<file path="config.mk">
export PLATFORM = sky130hd
export DESIGN_NAME = popcount_seq_ctrl
export DESIGN_NICKNAME = d
export VERILOG_FILES = /design/src/rtl/popcount_pkg.sv /design/src/rtl/popcount8_unit.sv /design/src/rtl/popcount_seq_ctrl.sv
export SDC_FILE = /design/constraint.sdc
export NUM_CORES = 1
export LEC_CHECK = 0
export BUFFER_PORTS_ARGS = -buffer_cell sky130_fd_sc_hd__buf_2
export CORE_ASPECT_RATIO = 0.7
export CORE_MARGIN = 2
export CORE_UTILIZATION = 40
export CTS_BUF_LIST = sky130_fd_sc_hd__clkbuf_16
export CTS_CLUSTER_SIZE = 25
export DETAILED_ROUTE_END_ITERATION = 6
export PLACE_DENSITY = 0.71
export SYNTH_ARGS = -nofsm -noshare
export SYNTH_HDL_FRONTEND = slang
export SYNTH_SLANG_ARGS = --single-unit
</file>
<file path="constraint.sdc">
create_clock -name CLK -period 3.5 [get_ports CLK]
set_clock_uncertainty 0.05 [all_clocks]
set_input_delay 0.175 -clock CLK [delete_from_list [all_inputs] [get_ports CLK]]
set_output_delay 0.175 -clock CLK [all_outputs]
set_load 0.05 [all_outputs]
</file>
<file path="src/rtl/popcount_pkg.sv">
// rtl/popcount_pkg.sv - shared types and constants for the byte-serial popcount sequencer
//
// Purpose : FSM state encoding, datapath chunk width and the result-width helper
//           used by popcount_seq_ctrl and popcount8_unit.
// Ports   : none (package)

package popcount_pkg;

    // Sequencer states
    typedef enum logic [1:0] {
        IDLE = 2'd0,
        RUN  = 2'd1,
        DONE = 2'd2
    } state_t;

    // Width of the shared popcount datapath; one chunk is counted per cycle.
    localparam int CHUNK_W = 8;

    // Bits needed to hold a count of 0..word_w set bits.
    function automatic int cnt_w(input int word_w);
        return $clog2(word_w + 1);
    endfunction

endpackage

</file>
<file path="src/rtl/popcount8_unit.sv">
// rtl/popcount8_unit.sv - combinational 8-bit population count from adder bit cells
//
// Purpose : counts the set bits of one byte using a small carry-save tree of
//           full- and half-adder cells.
// Ports   : i_bits  [7:0]  byte to count
//           o_count [3:0]  number of set bits (0..8)

module popcount8_unit
    import popcount_pkg::*;
(
    input  logic [CHUNK_W-1:0] i_bits,
    output logic [3:0]         o_count
);

    // Full adder cell: {carry, sum}
    function automatic logic [1:0] fa(input logic a, input logic b, input logic c);
        return {(a & b) | (a & c) | (b & c), a ^ b ^ c};
    endfunction

    // Half adder cell: {carry, sum}
    function automatic logic [1:0] ha(input logic a, input logic b);
        return {a & b, a ^ b};
    endfunction

    // Stage 1: compress the eight weight-1 inputs into three weight-1 sums
    // and three weight-2 carries.
    logic [1:0] w_fa0;
    logic [1:0] w_fa1;
    logic [1:0] w_ha0;
    // Stage 2: reduce the weight-1 column to the result LSB plus one carry.
    logic [1:0] w_fa2;
    // Stage 3: reduce the four weight-2 bits.
    logic [1:0] w_fa3;
    logic [1:0] w_ha1;
    // Stage 4: the two weight-4 bits; their carry is the weight-8 result bit.
    logic [1:0] w_ha2;

    always_comb begin
        w_fa0 = fa(i_bits[0], i_bits[1], i_bits[2]);
        w_fa1 = fa(i_bits[3], i_bits[4], i_bits[5]);
        w_ha0 = ha(i_bits[6], i_bits[7]);

        w_fa2 = fa(w_fa0[0], w_fa1[0], w_ha0[0]);

        w_fa3 = fa(w_fa0[1], w_fa1[1], w_ha0[1]);
        w_ha1 = ha(w_fa3[0], w_fa2[1]);

        w_ha2 = ha(w_fa3[1], w_ha1[1]);

        o_count = {w_ha2[1], w_ha2[0], w_ha1[0], w_fa2[0]};
    end

endmodule

</file>
<file path="src/rtl/popcount_seq_ctrl.sv">
// rtl/popcount_seq_ctrl.sv - byte-serial popcount sequencer with valid/ready in and out
//
// Purpose : accepts a WORD_W-bit word, feeds it LSB byte first through a single
//           popcount8_unit over BEATS cycles, accumulates the byte counts and
//           presents the total until the consumer takes it.
// Ports   : CLK          clock, rising edge
//           ASYNCRESETN  asynchronous active-low reset
//           I_valid      input word valid
//           I_ready      block accepts a word this cycle
//           I_data       word to count [WORD_W-1:0]
//           O_valid      result valid
//           O_ready      consumer accepts result
//           O_count      set-bit count of the accepted word [CNT_W-1:0]
//           busy         high while the datapath is running
// WORD_W must be a multiple of 8 in the range 8..256.

module popcount_seq_ctrl
    import popcount_pkg::*;
#(
    parameter  int WORD_W = 32,
    localparam int CNT_W  = cnt_w(WORD_W)
) (
    input  logic              CLK,
    input  logic              ASYNCRESETN,
    input  logic              I_valid,
    output logic              I_ready,
    input  logic [WORD_W-1:0] I_data,
    output logic              O_valid,
    input  logic              O_ready,
    output logic [CNT_W-1:0]  O_count,
    output logic              busy
);

    localparam int BEATS  = WORD_W / CHUNK_W;
    localparam int BEAT_W = (BEATS > 1) ? $clog2(BEATS) : 1;
    localparam logic [BEAT_W-1:0] LAST_BEAT = BEAT_W'(BEATS - 1);

    state_t              r_state;
    logic [WORD_W-1:0]   r_shreg;
    logic [CNT_W-1:0]    r_acc;
    logic [BEAT_W-1:0]   r_beat;
    logic                r_o_valid;
    logic                r_busy;

    logic [3:0]          w_pc;
    logic                w_in_ready;

    popcount8_unit u_pc8 (
        .i_bits  (r_shreg[CHUNK_W-1:0]),
        .o_count (w_pc)
    );

    // A word can be taken when idle, or in DONE on the same edge the result
    // is consumed, which gives BEATS+1 cycle throughput without a buffer.
    always_comb begin
        w_in_ready = 1'b0;
        if (ASYNCRESETN) begin
            w_in_ready = (r_state == IDLE) || ((r_state == DONE) && O_ready);
        end
    end

    always_ff @(posedge CLK or negedge ASYNCRESETN) begin
        if (!ASYNCRESETN) begin
            r_state   <= IDLE;
            r_shreg   <= '0;
            r_acc     <= '0;
            r_beat    <= '0;
            r_o_valid <= 1'b0;
            r_busy    <= 1'b0;
        end else begin
            case (r_state)
                IDLE: begin
                    if (I_valid) begin
                        r_shreg <= I_data;
                        r_acc   <= '0;
                        r_beat  <= '0;
                        r_busy  <= 1'b1;
                        r_state <= RUN;
                    end
                end

                RUN: begin
                    r_acc   <= r_acc + CNT_W'(w_pc);
                    r_shreg <= r_shreg >> CHUNK_W;
                    if (r_beat == LAST_BEAT) begin
                        // Hold beat on the final pass so it never leaves
                        // 0..BEATS-1; the next capture clears it.
                        r_busy    <= 1'b0;
                        r_o_valid <= 1'b1;
                        r_state   <= DONE;
                    end else begin
                        r_beat <= r_beat + BEAT_W'(1);
                    end
                end

                DONE: begin
                    if (O_ready) begin
                        r_o_valid <= 1'b0;
                        if (I_valid) begin
                            r_shreg <= I_data;
                            r_acc   <= '0;
                            r_beat  <= '0;
                            r_busy  <= 1'b1;
                            r_state <= RUN;
                        end else begin
                            r_state <= IDLE;
                        end
                    end
                end

                default: begin
                    r_o_valid <= 1'b0;
                    r_busy    <= 1'b0;
                    r_state   <= IDLE;
                end
            endcase
        end
    end

    assign I_ready = w_in_ready;
    assign O_valid = r_o_valid;
    assign O_count = r_acc;
    assign busy    = r_busy;

endmodule

</file>
# Word level (Yosys, flattened, before mapping)
# Index checks and enable logic that the tools add are counted.
# totals
inputBits,36
ff_bits,44
output_inout_bits,9
word_cells,82
# classes
mux,23
bitwise,35
n_reduce_logical,9
eq_ne,7
add_sub_neg,2
# op_table
cell,count
case mux 32 bit (3 select lines),1
two-way mux 32 bit,2
case mux 6 bit (3 select lines),1
AND 1 bit,15
two-way mux 2 bit,6
two-way mux 6 bit,2
case mux 2 bit (3 select lines),2
XOR 1 bit,11
AND reduction 3 bit,3
"inequality test 2 bit, second input constant",4
OR 1 bit,8
two-way mux 1 bit,7
adder 6 x 4 -> 6 bit,1
case mux 1 bit (3 select lines),2
"== test 2 bit, second input constant",2
AND reduction 2 bit,2
nonzero test 3 bit,1
"adder 2 x 1 -> 2 bit, second input constant",1
"== test 2 x 1 -> 1 bit, second input constant",1
logical NOT 2 bit,1
logical AND 1 bit,1
logical OR 1 bit,1
inverter 1 bit,1

# Longest topological paths before layout
# Gate-level depths: netlist of run 1.
# depth
word_depth,9
depth_mapped,11
depth_no_buf,11

# Hierarchy
# Synthesis of run 1 repeated with hierarchy kept, for this count alone.
# hier_totals
cells_unflattened,175
area_unflattened_um2,2077.0
# modules_own_cells
module,cells_each,n_inst,seq_area_each_um2,area_per_inst_um2
popcount_seq_ctrl,160,1,1101.1,1929.4
popcount8_unit,15,1,0.0,147.6

# Worst setup path after synthesis of run 1
# OpenSTA, ideal clock, no wires.
# synth_timing
path_type,register to register
start,register r_shreg[3]
end,"register r_acc[5], in the netlist O_count[5]"
setup_ns,0.077
period_less_slack_ns,2.966
slack_ns,0.534
path_buffers,0
t_required_ns,3.373
arrival_ns,2.839
path_stages_with_launch,12
path_cell_list,dfrtp_1 -> inv_1 -> fa_1 -> fa_1 -> inv_1 -> ha_1 -> ha_1 -> ha_1 -> o21a_1 -> a21oi_1 -> or4_1 -> a21oi_1
# synth_via
elab_chain_len,9
elab_cells_between_ends,24
classes_between,add/sub (1); mux (1); bitwise (22)
# synth_lines
element,line_no,rtl
"start, declared",popcount_seq_ctrl.sv:39,logic [WORD_W-1:0] r_shreg;
"start signal, assigned",popcount_seq_ctrl.sv:74,r_shreg <= I_data;
"start signal, assigned",popcount_seq_ctrl.sv:84,r_shreg <= r_shreg >> CHUNK_W;
"start signal, assigned",popcount_seq_ctrl.sv:100,r_shreg <= I_data;
AND 1 bit or XOR 1 bit (tied branches),popcount8_unit.sv:17,"return {(a & b) | (a & c) | (b & c), a ^ b ^ c};"
OR 1 bit or XOR 1 bit (tied branches),popcount8_unit.sv:17,
OR 1 bit or AND 1 bit (tied branches),popcount8_unit.sv:17,
"AND 1 bit, or another cell as far along",popcount8_unit.sv:17,
OR 1 bit or XOR 1 bit (tied branches),popcount8_unit.sv:17,
OR 1 bit or AND 1 bit (tied branches),"popcount8_unit.sv:17, popcount8_unit.sv:22",
XOR 1 bit or AND 1 bit (tied branches),popcount8_unit.sv:22,"return {a & b, a ^ b};"
adder 6 x 4 -> 6 bit (*),popcount_seq_ctrl.sv:83,r_acc <= r_acc + CNT_W'(w_pc);
case mux 6 bit (3 select lines) (*),popcount_seq_ctrl.sv:71,case (r_state)
"end signal, assigned",popcount_seq_ctrl.sv:83,
"end, declared",popcount_seq_ctrl.sv:40,logic [CNT_W-1:0] r_acc;
# Every way passes the cells marked *; elsewhere a longest branch is shown, timed or not.
# A chain may end at the register's enable or synchronous reset.

# Worst setup path in the final report of run 1
# Same ends and word-level chain as after synthesis.

==> reports/metrics.cfg, run 1 <==
[cts]
clock-sinks=44
cts_made_buffers=5
cts_tree=built
cts_resized=0
clockBufferDepth=2
hold_buffers=1
clockRootBuffer=clkbuf_16
clk_pin_slew_ps=60
post_cts_buffers=0
clock_latency_ps=280
cts.htree.levels=2

[floorplanning]
initial_core_util_pct=40.8
rows=22
core_um2=5150
die_area_um2=5850
die-height_um=64.6
die_w_um=90.6
io_pins=45

[place]
post-place-ws_ps=372
place_hpwl_mm=2.96
portBuffers=44
gp_congestion=0.759

[logic_synthesis]
synth_area_leaders=dfrtp_1 52%, a222oi_1 11%, inv_1 6.6%
postSynthCellCount=178
synth_area_um2=2100
synthDistinctLibCells=29
seq_area_frac_synth_pct=52.5
syn_nets=227
yosysWarningCount=0
synth_area_per_cell_um2=11.8
ys_seq_elements=44
synth_top_area_share_pct=52.5
synth_area_leader_cell=dfrtp_1

[worst_hold_path]
min_to=r_shreg[11]
hold_start=I_data[11]
hold-path-cell-count=3
hp-class=primary input to flop

[global_route]
grt_overflow=0
use_met3_pct=3.84
grt_max_degree=46
grtUsageMet2_pct=21.8
grt_pass1_wl_mm=7.09
antenna_found_initial=0
gr-usage-met1_pct=23.1
grt_usage_pct=15.5
grt_pass1_vias=1454
grt.busiest_layer=met1

[final_layout]
diodes=0
fin_nets=271
area_delta_synth_final_pct=19.5
nFillCells=474
drive_gt1_share_pct=26.0
layout_common_cells=44 x dfrtp_1, 44 x buf_2, 37 x inv_1

[timing]
slew_headroom_pct=39.5
setup_ws_ps=360
setup_viol=0
drv_slew=0
max_slew.worst_pin.slew_ps=902
rsz0062_at_grt=no
setup_tns_ps=0
hold_viol_final=0
fin_crit_ps=3140
clock.fmax_mhz=319
period_share_pct=89.7

[worst_setup_path]
cp.required_ps=3650
endpoint_kind=flop
timing.rr.start=r_shreg[3]
cp.arrival_ps=3290
r2r_end=O_count[5]
crit_fanout=4
reg2reg_slack_ps=360
critical_path_class=flop to flop
rr_worst_depth=11
cp-start-kind=flop

[power_and_ir_drop]
powerDensity_nw_per_um2=1090
ir_drop_v=0.000362
leakage_uw=0.00138

[route]
drtPass1Iterations=5
drc=0
drt_iter0_drc=217
finalWirelength_mm=4.31
vias_per_cell=5.36
avgRoutedWirePerCell_um=14.6
ant_nets=0
vias=1580

[run]
drv_cap=0

[outcome]
outcome=finished, final reports clean

-- worst max path at each step --
stage,from,cells past startpoint,end
after detailed placement,r_shreg[3],11,O_count[5]
final,r_shreg[3],11,O_count[5]
after floorplan,r_shreg[3],11,O_count[5]
after CTS,r_shreg[3],11,O_count[5]
after global placement,r_shreg[3],11,O_count[5]
after global routing,r_shreg[3],11,O_count[5]
-- logic make-up after synthesis --
| group | Yosys count | synth area share (%) |
|---|---|---|
| adders and majority gates | 13 | 9.54 |
| AOI/OAI and AO/OA | 55 | 22.2 |
| DFF | 44 | 52.5 |
| and+or+nand+nor | 16 | 4.77 |
| xor gates and xnor gates | 1 | 0.417 |
| buffers and inverters | 49 | 10.6 |
-- metal layers --
layer | share of wire, % | vias to the layer above
met5 | 0 | -
met2 | 43 | 55
li1 | - | 745
met3 | 6.6 | 6
met1 | 49 | 774
met4 | 0.86 | 0
-- power by group --
| group | total (µW) | leakage, µW | internal, µW | switching (µW) |
|---|---|---|---|---|
| clock network | 436 | 0.0000710 | 259 | 177 |
| logic | 1420 | 0.000746 | 610 | 806 |
| registers | 878 | 0.000567 | 726 | 152 |
| total | 2730 | 0.00138 | 1590 | 1130 |
-- critical path, stage by stage (launching register included) --
cell and delay (ps):
dfrtp_1 350, inv_1 70, fa_1 450, fa_1 520, inv_1 40, ha_1 180
ha_1 270, ha_1 360, o21a_1 150, a21oi_1 80, or4_1 400, a21oi_1 150
-- synthesized netlist by cell type (all sizes together) --
| library cell | count |
|---|---|
| a22o | 12 |
| buf | 10 |
| fa | 5 |
| o2bb2ai | 1 |
| and3b | 2 |
| nand3b | 1 |
| nand3 | 2 |
| clkbuf | 2 |
| ha | 8 |
| a21oi | 7 |
| xor2 | 1 |
| inv | 37 |
| a21o | 2 |
| a222oi | 24 |
| nand2 | 3 |
| nor2b | 1 |
| o21a | 1 |
| or4 | 1 |
| a211o | 1 |
| dfrtp | 44 |
| o21ai | 5 |
| nor2 | 2 |
| a211oi | 1 |
| o31ai | 1 |
| nand2b | 3 |
| or3 | 1 |
-- stage by stage --
step | instances | util (%) | hold slack, ps | total power [µW] | area (µm²)
after global routing | 295 | 48.7 | 63.3 | 2970 | 2510
after global placement | 286 | 45.8 | 244 | 2220 | 2360
after detailed placement | 286 | 45.8 | 241 | 2300 | 2360
after floorplan | 178 | - | -171 | 2010 | 2100
after CTS | 295 | 48.7 | 56.9 | 2750 | 2510
final | 295 | 48.7 | 57.3 | 2730 | 2510
-- flip-flops by register name (all words and copies together) (netlist names) --
register / count
r_beat: 2
r_state: 2
busy: 1
r_shreg: 32
O_valid: 1
O_count: 6
-- cell type report --
type,count,area [µm²],area share (%)
multi-input cells,85,778,31.0
repair buffers,49,260,10.4
inverters,37,139,5.54
well taps,72,90.1,3.59
clock inverters,3,13.8,0.549
clock buffers,5,125,4.99
flip-flops and latches,44,1100,43.9
Power figures use the tool's default switching activity.
==> run 2, diff against run 1 <==
- ABC_AREA: not set -> 1
- PLACE_DENSITY: 0.71 -> 0.7
==> run 2 against run 1 <==
  * Count of clock-buffer cells in the layout is the same
  * Sequential cell count is the same
  * Synthesized cell count grew 49%
  * Global-route usage grew 0.10 points
  * Critical path depth grew 2
  * Sequential share of layout area shrank 2.2 points
  * Via count grew 14%
  * Die area grew 4.6%
  * Utilization grew 1.3 points
  * Critical path type unchanged
  * Final cell count grew 30%
  * Critical endpoint is now O_count[4]
  * Non-clock buffer count shrank 2
==> reports/metrics.cfg, run 2 <==
[global_route]
grt_max_degree=46  ; unchanged
grt_usage_pct=15.6  ; was 15.5%
antenna_found_initial=0  ; unchanged
grt_pass1_vias=1675  ; was 1454
grt_pass1_wl_mm=7.42  ; was 7.09 mm
grt_overflow=0  ; unchanged

[floorplanning]
io_pins=45  ; unchanged
die_area_um2=6120  ; was 5850 µm²
die-height_um=66.0  ; was 64.6 µm
initial_core_util_pct=41.6  ; was 40.8%
rows=22  ; unchanged
die_w_um=92.6  ; was 90.6 µm
core_um2=5290  ; was 5150 µm²

[cts]
cts_resized=0  ; unchanged
clock_latency_ps=280  ; about the same
cts_made_buffers=5  ; unchanged
clk_pin_slew_ps=60  ; about the same
clock-sinks=44  ; unchanged
clockRootBuffer=clkbuf_16  ; unchanged
cts_tree=built  ; unchanged
cts.htree.levels=2  ; unchanged
clockBufferDepth=2  ; unchanged

[logic_synthesis]
synthMuxAreaShare_pct=0  ; unchanged
synthArstFlopShare_pct=100  ; unchanged
yosysWarningCount=0  ; unchanged
yosys-top-cells-count=125 x nand2_1, 44 x dfrtp_1, 31 x nand3_1  ; was 44 x dfrtp_1, 37 x inv_1, 24 x a222oi_1
synth-edff-count=0  ; unchanged
synth_most_common_cell=nand2_1  ; was dfrtp_1
synthAdderAreaFrac_pct=9.10  ; was 9.54%
postSynthCellCount=266  ; was 178
synth_top_family_by_area=simple AND/OR/NAND/NOR gates  ; was compound AO/OA/AOI/OAI gates
syn_nets=315  ; was 227
synth_area_leader_cell=dfrtp_1  ; unchanged
synth_area_um2=2200  ; was 2100 µm²
ys_seq_elements=44  ; unchanged
seq_area_frac_synth_pct=50.1  ; was 52.5%
synthDistinctLibCells=20  ; was 29
yosys.area_share.xor_xnor_pct=0  ; was 0.417%
synth_compound_area_share_pct=2.73  ; was 22.2%
synth_area_leaders=dfrtp_1 50%, nand2_1 21%, nand3_1 7.1%  ; was dfrtp_1 52%, a222oi_1 11%, inv_1 6.6%
synth_area_per_cell_um2=8.27  ; was 11.8 µm²
synthSimpleGateAreaFrac_pct=31.5  ; was 4.77%
synth_top_area_share_pct=50.1  ; was 52.5%
ys.flop_type=dfrtp_1  ; unchanged

[timing]
slew_headroom_pct=47.1  ; was 39.5%
setup_tns_ps=0  ; unchanged
setup_viol=0  ; unchanged
fin_crit_ps=2870  ; was 3140 ps
period_share_pct=82.1  ; was 89.7%
rsz0062_at_grt=no  ; unchanged
clock.fmax_mhz=348  ; was 319 MHz
max_slew.worst_pin.slew_ps=791  ; was 902 ps
hold_viol_final=0  ; unchanged
drv_slew=0  ; unchanged

[final_layout]
nFillCells=525  ; was 474
drive_gt1_share_pct=18.6  ; was 26.0%
diodes=0  ; unchanged
layout_common_cells=125 x nand2_1, 44 x dfrtp_1, 44 x buf_2  ; was 44 x dfrtp_1, 44 x buf_2, 37 x inv_1
largest_reg_flops=32  ; unchanged
fin_nets=359  ; was 271
final_common_cell=nand2_1
regMostFlops=r_shreg  ; unchanged
area_delta_synth_final_pct=20.1  ; was 19.5%

[route]
drtPass1Iterations=4  ; was 5
drt_iter0_drc=66  ; was 217
drc=0  ; unchanged
vias_per_cell=4.71  ; was 5.36
avgRoutedWirePerCell_um=11.2  ; was 14.6 µm
vias=1805  ; was 1580
ant_nets=0  ; unchanged
finalWirelength_mm=4.31  ; unchanged

[run]
drv_cap=0  ; unchanged

[worst_setup_path]
cp.required_ps=3670  ; was 3650 ps
cp.arrival_ps=3050  ; was 3290 ps
cp-start-kind=flop  ; unchanged
endpoint_kind=flop  ; unchanged
crit_fanout=5  ; was 4
critical_path_class=flop to flop  ; unchanged

[place]
gp_congestion=0.781  ; was 0.759
portBuffers=44  ; unchanged
place_hpwl_mm=2.89  ; was 2.96 mm

[worst_hold_path]
hp-class=primary input to flop  ; unchanged

[outcome]
outcome=finished, final reports clean  ; unchanged

## run 2: changes by cell type after synthesis, sizes merged, moves of 3 or more
cell    change
nand3      +29
nand2     +122
nand2b      -3
a22o       -10
inv        -15
nor2        +7
a222oi     -24
a21oi       -5
## run 2: final timing paths
| path | cells after the start | endpoint | slack (ps) | start |
|---|---|---|---|---|
| setup / recovery | 13 | O_count[4] | 630 | r_shreg[3] |
| hold / removal | 3 | r_shreg[27] | 30 | I_data[27] |
| setup reg to reg | 13 | O_count[4] | 630 | r_shreg[3] |
| hold reg to reg | 2 | r_shreg[28] | 430 | r_shreg[28] |
| max in group asynchronous | 3 | r_shreg[25] | 2570 | ASYNCRESETN |
| min in group asynchronous | 3 | O_count[4] | 450 | ASYNCRESETN |
## run 2: metal layers
layer  track usage [%]  share of wire (%)  vias to the layer above
li1                  -                  -                      923
met2              24.5                 44                       38
met1              21.2                 51                      839
met5                 0                  0                        -
met4              4.78               0.88                        0
met3              4.22                4.4                        5
## run 2: final cells by class
cell class	count	area, µm²	area share [%]
Multi-Input combinational cell	190	952	36.0
Clock buffer	5	125	4.73
Timing Repair Buffer	47	245	9.28
Sequential cell	44	1100	41.7
Clock inverter	3	46.3	1.75
Inverter	22	82.6	3.13
Tap cell	72	90.1	3.41
## run 2: what timing repair did
action                    in CTS  in global routing
setup buffers                  0                  0
hold endpoints to repair      44                  0
hold buffers                   1                  0
## run 2: worst max-delay path, cell delays in order, from the launching register on
cell     delay [ps]
dfrtp_1         350
inv_1            70
fa_1            440
fa_1            520
inv_1            40
ha_1            190
ha_1            280
ha_1            350
nand2_1          90
a21oi_1         170
nor2_1           60
nand2_1          60
nand3_1          70
nand2_1          80
## run 2: stage by stage
step           utilization (%)  setup slack, ps  instances  cell area, µm²  hold slack, ps
2_1_floorplan                -              777        266            2200            -171
3_3_place_gp              46.6              732        374            2460             239
3_5_place_dp              46.6              680        374            2460             241
4_1_cts                   50.0              635        383            2640            19.9
5_1_grt                   50.0              463        383            2640            37.7
6_report                  50.0              628        383            2640            28.8
## run 2: logic make-up (layout without fill, tap and decap cells)
family	Yosys count	in the layout
AOI/OAI and AO/OA	9	9
and+or+nand+nor	168	168
DFF	44	44
adders and majority gates	13	13
buffers and inverters	32	77
Power of run 2 is left out: the tool's default activity adds up to more than one toggle a clock period on the data nets, which glitch-free logic cannot reach.
